## config.mk

```make
export PLATFORM = sky130hd
export DESIGN_NAME = cla_serial_add_ctrl_flat
export DESIGN_NICKNAME = d
export VERILOG_FILES = /design/src/rtl/cla_serial_add_ctrl_pkg.sv /design/src/rtl/cla_serial_add_ctrl_if.sv /design/src/rtl/cla_serial_add_ctrl_fa4.sv /design/src/rtl/cla_serial_add_ctrl.sv /design/src/flat_wrapper.sv
export SDC_FILE = /design/constraint.sdc
export NUM_CORES = 1
export LEC_CHECK = 0
export CORE_MARGIN = 5
export CORE_UTILIZATION = 54
export DETAILED_ROUTE_END_ITERATION = 16
export PLACE_DENSITY = 0.89
export SLEW_MARGIN = 20
export SYNTH_ARGS = -nofsm -noshare
export SYNTH_HDL_FRONTEND = slang
export SYNTH_SLANG_ARGS = --single-unit
```

## constraint.sdc

```tcl
create_clock -name clk -period 4.2 [get_ports clk]
set_clock_uncertainty 0.05 [all_clocks]
set_input_delay 0.42 -clock clk [delete_from_list [all_inputs] [get_ports clk]]
set_output_delay 0.42 -clock clk [all_outputs]
set_load 0.05 [all_outputs]
```

## src/rtl/cla_serial_add_ctrl_pkg.sv

```systemverilog
// Shared definitions for the serial CLA add/subtract unit.
// Holds the controller state encoding and the width of the shared
// carry-lookahead slice. Files that need these import
// cla_serial_add_ctrl_pkg::*.
package cla_serial_add_ctrl_pkg;

   // Width of the one CLA slice that every operation is sequenced through
   localparam int NIBBLE_W = 4;

   // Controller states: waiting for operands, stepping nibbles, holding the result
   typedef enum logic [1:0] {
      ST_IDLE = 2'd0,
      ST_RUN  = 2'd1,
      ST_DONE = 2'd2
   } state_t;

endpackage

```

## src/rtl/cla_serial_add_ctrl_if.sv

```systemverilog
// Handshake and data bundle for the serial CLA add/subtract unit.
// Operand side : in_valid/in_ready, a, b, cin, op_sub
// Result side  : out_valid/out_ready, sum, cout, ovf
// Status       : busy (an operation is in flight or its result is waiting)
// The slave modport is the adder's view; master is the requester/consumer's view.
interface cla_serial_add_ctrl_if #(
   parameter int WIDTH = 16
);

   logic             in_valid;
   logic             in_ready;
   logic [WIDTH-1:0] a;
   logic [WIDTH-1:0] b;
   logic             cin;
   logic             op_sub;
   logic             out_valid;
   logic             out_ready;
   logic [WIDTH-1:0] sum;
   logic             cout;
   logic             ovf;
   logic             busy;

   modport master (
      output in_valid, a, b, cin, op_sub, out_ready,
      input  in_ready, out_valid, sum, cout, ovf, busy
   );

   modport slave (
      input  in_valid, a, b, cin, op_sub, out_ready,
      output in_ready, out_valid, sum, cout, ovf, busy
   );

endinterface

```

## src/rtl/cla_serial_add_ctrl_fa4.sv

```systemverilog
// FA_4bits: purely combinational 4-bit carry-lookahead adder slice.
// Ports: a, b (4-bit addends), cin (carry in) -> sum (4-bit), carry (carry out).
// All four internal carries are formed directly from generate/propagate
// terms, so the slice has no ripple path between its bits.
module FA_4bits
   import cla_serial_add_ctrl_pkg::*;
(
   input  logic [NIBBLE_W-1:0] a,
   input  logic [NIBBLE_W-1:0] b,
   input  logic                cin,
   output logic [NIBBLE_W-1:0] sum,
   output logic                carry
);

   logic [NIBBLE_W-1:0] g;
   logic [NIBBLE_W-1:0] p;
   logic [NIBBLE_W:0]   c;

   // Generate/propagate per bit, then flattened lookahead carry equations
   assign g    = a & b;
   assign p    = a ^ b;
   assign c[0] = cin;
   assign c[1] = g[0] | (p[0] & c[0]);
   assign c[2] = g[1] | (p[1] & g[0]) | (p[1] & p[0] & c[0]);
   assign c[3] = g[2] | (p[2] & g[1]) | (p[2] & p[1] & g[0])
               | (p[2] & p[1] & p[0] & c[0]);
   assign c[4] = g[3] | (p[3] & g[2]) | (p[3] & p[2] & g[1])
               | (p[3] & p[2] & p[1] & g[0]) | (p[3] & p[2] & p[1] & p[0] & c[0]);

   assign sum   = p ^ c[NIBBLE_W-1:0];
   assign carry = c[NIBBLE_W];

endmodule

```

## src/rtl/cla_serial_add_ctrl.sv

```systemverilog
// cla_serial_add_ctrl: multi-cycle WIDTH-bit add/subtract built on one
// shared 4-bit CLA slice, processed one nibble per cycle, LSB first.
// Ports:
//   clk   - rising-edge clock
//   rst_n - asynchronous active-low reset; aborts any operation in flight
//   bus   - slave side of cla_serial_add_ctrl_if (operand handshake,
//           result handshake, sum/cout/ovf, busy)
// Subtraction is done as a + ~b + 1: b is inverted when latched and the
// carry register is seeded with 1, so the slice only ever adds.
module cla_serial_add_ctrl
   import cla_serial_add_ctrl_pkg::*;
#(
   parameter int WIDTH = 16
) (
   input  logic                  clk,
   input  logic                  rst_n,
   cla_serial_add_ctrl_if.slave  bus
);

   localparam int NIB   = WIDTH / NIBBLE_W;
   localparam int CNT_W = (NIB > 1) ? $clog2(NIB) : 1;
   localparam logic [CNT_W-1:0] LAST_IDX = CNT_W'(NIB - 1);

   state_t              state;
   state_t              state_nxt;
   logic [CNT_W-1:0]    idx;
   logic                carry;
   logic [WIDTH-1:0]    a_r;
   logic [WIDTH-1:0]    b_r;
   logic [WIDTH-1:0]    sum_r;
   logic                cout_r;
   logic                ovf_r;
   logic                accept;
   logic                step;
   logic                last;
   logic [NIBBLE_W-1:0] slice_a;
   logic [NIBBLE_W-1:0] slice_b;
   logic [NIBBLE_W-1:0] slice_sum;
   logic                slice_carry;

   // The slice always sees the nibble selected by idx plus the running carry
   assign slice_a = a_r[NIBBLE_W*idx +: NIBBLE_W];
   assign slice_b = b_r[NIBBLE_W*idx +: NIBBLE_W];
   assign last    = (idx == LAST_IDX);

   FA_4bits u_slice (
      .a     (slice_a),
      .b     (slice_b),
      .cin   (carry),
      .sum   (slice_sum),
      .carry (slice_carry)
   );

   // State register
   always_ff @(posedge clk or negedge rst_n) begin
      if (!rst_n) begin
         state <= ST_IDLE;
      end else begin
         state <= state_nxt;
      end
   end

   // Next state and handshake outputs; operands are only taken in IDLE and
   // the result is held in DONE until the consumer takes it
   always_comb begin
      state_nxt     = state;
      bus.in_ready  = 1'b0;
      bus.out_valid = 1'b0;
      bus.busy      = 1'b0;
      accept        = 1'b0;
      step          = 1'b0;
      case (state)
         ST_IDLE: begin
            bus.in_ready = 1'b1;
            if (bus.in_valid) begin
               accept    = 1'b1;
               state_nxt = ST_RUN;
            end
         end
         ST_RUN: begin
            bus.busy = 1'b1;
            step     = 1'b1;
            if (last) begin
               state_nxt = ST_DONE;
            end
         end
         ST_DONE: begin
            bus.busy      = 1'b1;
            bus.out_valid = 1'b1;
            if (bus.out_ready) begin
               state_nxt = ST_IDLE;
            end
         end
         default: begin
            state_nxt = ST_IDLE;
         end
      endcase
   end

   // Datapath: latch operands on accept, then write one sum nibble per RUN
   // cycle. idx stops at the last nibble instead of wrapping; the final pass
   // also captures cout and the signed overflow from the top sum bit.
   always_ff @(posedge clk or negedge rst_n) begin
      if (!rst_n) begin
         idx    <= '0;
         carry  <= 1'b0;
         a_r    <= '0;
         b_r    <= '0;
         sum_r  <= '0;
         cout_r <= 1'b0;
         ovf_r  <= 1'b0;
      end else if (accept) begin
         idx    <= '0;
         carry  <= bus.op_sub ? 1'b1 : bus.cin;
         a_r    <= bus.a;
         b_r    <= bus.op_sub ? ~bus.b : bus.b;
         sum_r  <= '0;
         cout_r <= 1'b0;
         ovf_r  <= 1'b0;
      end else if (step) begin
         sum_r[NIBBLE_W*idx +: NIBBLE_W] <= slice_sum;
         carry <= slice_carry;
         if (last) begin
            cout_r <= slice_carry;
            ovf_r  <= (a_r[WIDTH-1] == b_r[WIDTH-1]) &&
                      (slice_sum[NIBBLE_W-1] != a_r[WIDTH-1]);
         end else begin
            idx <= idx + 1'b1;
         end
      end
   end

   assign bus.sum  = sum_r;
   assign bus.cout = cout_r;
   assign bus.ovf  = ovf_r;

endmodule
```

## src/flat_wrapper.sv

```systemverilog
// flat-port wrapper written by rule: the top's interface ports become plain ports
module cla_serial_add_ctrl_flat import cla_serial_add_ctrl_pkg::*;
#(
   parameter int WIDTH = 16
)
  (clk, rst_n, bus_in_valid, bus_a, bus_b, bus_cin, bus_op_sub, bus_out_ready, bus_in_ready, bus_out_valid, bus_sum, bus_cout, bus_ovf, bus_busy);
  cla_serial_add_ctrl_if #(.WIDTH(WIDTH)) bus_i ();
  input  logic clk;
  input  logic rst_n;
  input wire logic [$bits(bus_i.in_valid)-1:0] bus_in_valid;
  input wire logic [$bits(bus_i.a)-1:0] bus_a;
  input wire logic [$bits(bus_i.b)-1:0] bus_b;
  input wire logic [$bits(bus_i.cin)-1:0] bus_cin;
  input wire logic [$bits(bus_i.op_sub)-1:0] bus_op_sub;
  input wire logic [$bits(bus_i.out_ready)-1:0] bus_out_ready;
  output wire logic [$bits(bus_i.in_ready)-1:0] bus_in_ready;
  output wire logic [$bits(bus_i.out_valid)-1:0] bus_out_valid;
  output wire logic [$bits(bus_i.sum)-1:0] bus_sum;
  output wire logic [$bits(bus_i.cout)-1:0] bus_cout;
  output wire logic [$bits(bus_i.ovf)-1:0] bus_ovf;
  output wire logic [$bits(bus_i.busy)-1:0] bus_busy;
  assign bus_i.in_valid = bus_in_valid;
  assign bus_i.a = bus_a;
  assign bus_i.b = bus_b;
  assign bus_i.cin = bus_cin;
  assign bus_i.op_sub = bus_op_sub;
  assign bus_i.out_ready = bus_out_ready;
  assign bus_in_ready = bus_i.in_ready;
  assign bus_out_valid = bus_i.out_valid;
  assign bus_sum = bus_i.sum;
  assign bus_cout = bus_i.cout;
  assign bus_ovf = bus_i.ovf;
  assign bus_busy = bus_i.busy;
  cla_serial_add_ctrl #(.WIDTH(WIDTH)) u_core (.clk(clk), .rst_n(rst_n), .bus(bus_i));
endmodule
```

==> results.json <==
{
  "status": "finished clean",
  "grt_pass1_vias": 2099,
  "dp_cells": 389,
  "diodes": 0,
  "slew_headroom_pct": 42.22,
  "clk_pin_slew_ns": 0.10,
  "peakVddDrop_mv": 0.3875,
  "grt_antenna_before_repair": 0,
  "syn2layout_area_growth_pct": 27.13,
  "crit_path_max_fanout": 13,
  "yosysWarnings": 0,
  "grt_max_degree": 56,
  "syn_avg_cell_area_um2": 9.828,
  "num_rows": 25,
  "end_kind": "flop",
  "insertion_delay_ns": 0.31,
  "placedInstanceArea_um2": 3323,
  "rsz0062_at_grt": "no",
  "cts_inserted_buffers": 5,
  "hold_violations": 0,
  "first_pass_iters": 4,
  "place_congestion": 0.8975,
  "crit_required_ns": 4.36,
  "port_buffers": 58,
  "design_area_um2": 3436,
  "dpl.hpwl_um": 4248,
  "post_cts_resized": 0,
  "die-area_um2": 6520,
  "yosysUniqueCellTypes": 28,
  "core_area_um2": 4786,
  "reg2reg_slack_ns": 1.19,
  "final_common_cell": "nand2_1",
  "nNetsFinal": 380,
  "drt_iter0_markers": 178,
  "tightest_slew_ns": 0.8639,
  "stdcell_count": 397,
  "clock_sinks": 55,
  "finalSetupViolations": 0,
  "dr_total_vias": 2111,
  "cap_violations": 0,
  "die_x_um": 80.75,
  "arrival_ns": 3.16,
  "syn_nets": 326,
  "final_cell_mix": "81 x nand2_1, 57 x clkdlybuf4s50_1, 55 x dfrtp_1",
  "wl_per_cell_um": 14.53,
  "startpoint_type": "flop",
  "fp.dieH_um": 80.75,
  "setup_ws_ns": 1.195,
  "drive_gt1_share_pct": 6.364,
  "pre_cts_ws_ns": 1.257,
  "cts_hold_buffers": 0,
  "finalCriticalPeriod_ns": 3.005,
  "grt_usage_pct": 19.43,
  "maxSlewViolCount": 0,
  "grt_first_pass_wirelength_um": 9680,
  "cts_tree": "built",
  "drc": 0,
  "drt-vias-per-instance": 5.317,
  "hp-class": "primary input to async pin",
  "cts_setup_buffers": 0,
  "crit_type": "flop to flop",
  "initial_core_util_pct": 56.47,
  "syn-cell-area_um2": 2703,
  "ys_seq_area_share_pct": 50.93,
  "leakage_nw": 1.550,
  "clock.fmax_mhz": 332.8,
  "period_share_pct": 71.55,
  "grt-ovfl-total": 0,
  "final.setup.tns_ns": 0,
  "wirelength_um": 5769,
  "synth.ff_latch_count": 55,
  "ant_nets": 0,
  "pin_count": 59,
  "clock_path_buffers": 2,
  "clockRootBuffer": "clkbuf_8",
  "p_per_area_nw_per_um2": 730.7,
  "htreeDepth": 2,
  "syn_inst": 275
}
==> power by group <==
part	switching, mW	internal, mW	total, mW
registers	0.156	0.724	0.880
logic	0.772	0.508	1.28
clock network	0.173	0.178	0.351
==> through the flow <==
stage,power (mW),utilization [%],hold WS [ns]
5_1_grt,2.690,71.79,0.2397
3_5_place_dp,2.156,69.44,0.4096
3_3_place_gp,2.094,69.44,0.4069
6_report,2.510,71.79,0.1705
2_1_floorplan,1.787,-,0.07441
4_1_cts,2.516,71.79,0.2008
==> cell families (layout without fill, tap and decap cells) <==
group / Yosys count / count (layout) / synth area share (%)
and+or+nand+nor: 103 / 103 / 15.74
DFF: 55 / 55 / 50.93
AOI/OAI and AO/OA: 51 / 51 / 9.723
buffers and inverters: 23 / 78 / 3.380
xor gates and xnor gates: 20 / 20 / 6.482
adders and majority gates: 13 / 13 / 6.296
muxes: 10 / 10 / 7.454
==> synthesized netlist by cell type <==
master	instances	area (um2)
nor2b_1	1	6.260
or3_1	1	6.260
a21oi_1	10	50.05
nor2_1	7	26.28
o21ai_0	34	170.2
a21o_1	1	7.510
nor4_1	2	12.51
nand3_1	4	20.02
a211oi_1	1	7.510
fa_1	1	20.02
clkbuf_1	9	33.78
o21ai_1	4	20.02
or3_4	1	11.26
inv_1	10	37.54
and2_1	3	18.77
mux2_2	1	11.26
mux2i_1	1	10.01
nand4_1	1	6.260
xnor2_1	19	166.4
nand2_1	81	304.0
nor3_1	1	5.000
and3b_1	1	8.760
o21bai_1	1	7.510
xor2_1	1	8.760
mux4_2	8	180.2
dfrtp_1	55	1376
buf_2	4	20.02
ha_1	12	150.1
==> state kept, by name, indices dropped and copies added (netlist names) <==
| signal | count |
|---|---|
| u_core.b_r | 16 |
| u_core.bus.ovf | 1 |
| u_core.bus.cout | 1 |
| u_core.carry | 1 |
| u_core.idx | 2 |
| u_core.state | 2 |
| u_core.a_r | 16 |
| u_core.bus.sum | 16 |
==> path summary, 6_finish.rpt <==
path | from | end | cells past startpoint
min in group clk | u_core.a_r[4]$_DFFE_PN0P_ | u_core.a_r[4]$_DFFE_PN0P_ | 2
setup reg to reg | u_core.idx[0]$_DFFE_PN0P_ | u_core.bus.ovf$_DFFE_PN0P_ | 7
hold / removal | rst_n | u_core.bus.sum[5]$_DFFE_PN0P_ | 2
hold reg to reg | u_core.a_r[4]$_DFFE_PN0P_ | u_core.a_r[4]$_DFFE_PN0P_ | 2
setup / recovery | u_core.idx[0]$_DFFE_PN0P_ | u_core.bus.ovf$_DFFE_PN0P_ | 7
max in group asynchronous | rst_n | u_core.b_r[7]$_DFFE_PN0P_ | 2
==> critical path, cell delays in order, from the launching register on <==
cell and delay [ns]:
dfrtp_1 0.79, mux4_2 0.64, ha_1 0.35, a211oi_1 0.25
o21bai_1 0.15, xnor2_1 0.37, mux2i_1 0.23, a21oi_1 0.08
==> cell type report <==
| class | instances | area (um2) |
|---|---|---|
| Clock buffer | 5 | 68.82 |
| Fill cell | 385 | 1350 |
| Tap cell | 67 | 83.83 |
| Multi-Input combinational cell | 197 | 1235 |
| Clock inverter | 3 | 43.79 |
| Timing Repair Buffer | 60 | 590.6 |
| Sequential cell | 55 | 1376 |
| Inverter | 10 | 37.54 |
==> metal layers <==
metal / up-vias / part of all wire [%] / global-route usage (%)
li1: 1020 / - / -
met1: 981 / 39 / 23.07
met2: 90 / 50 / 33.94
met3: 20 / 6.3 / 3.769
met4: 0 / 3.9 / 9.291
met5: - / 0 / 0
Note: power is estimated with default switching activity, not from simulation.
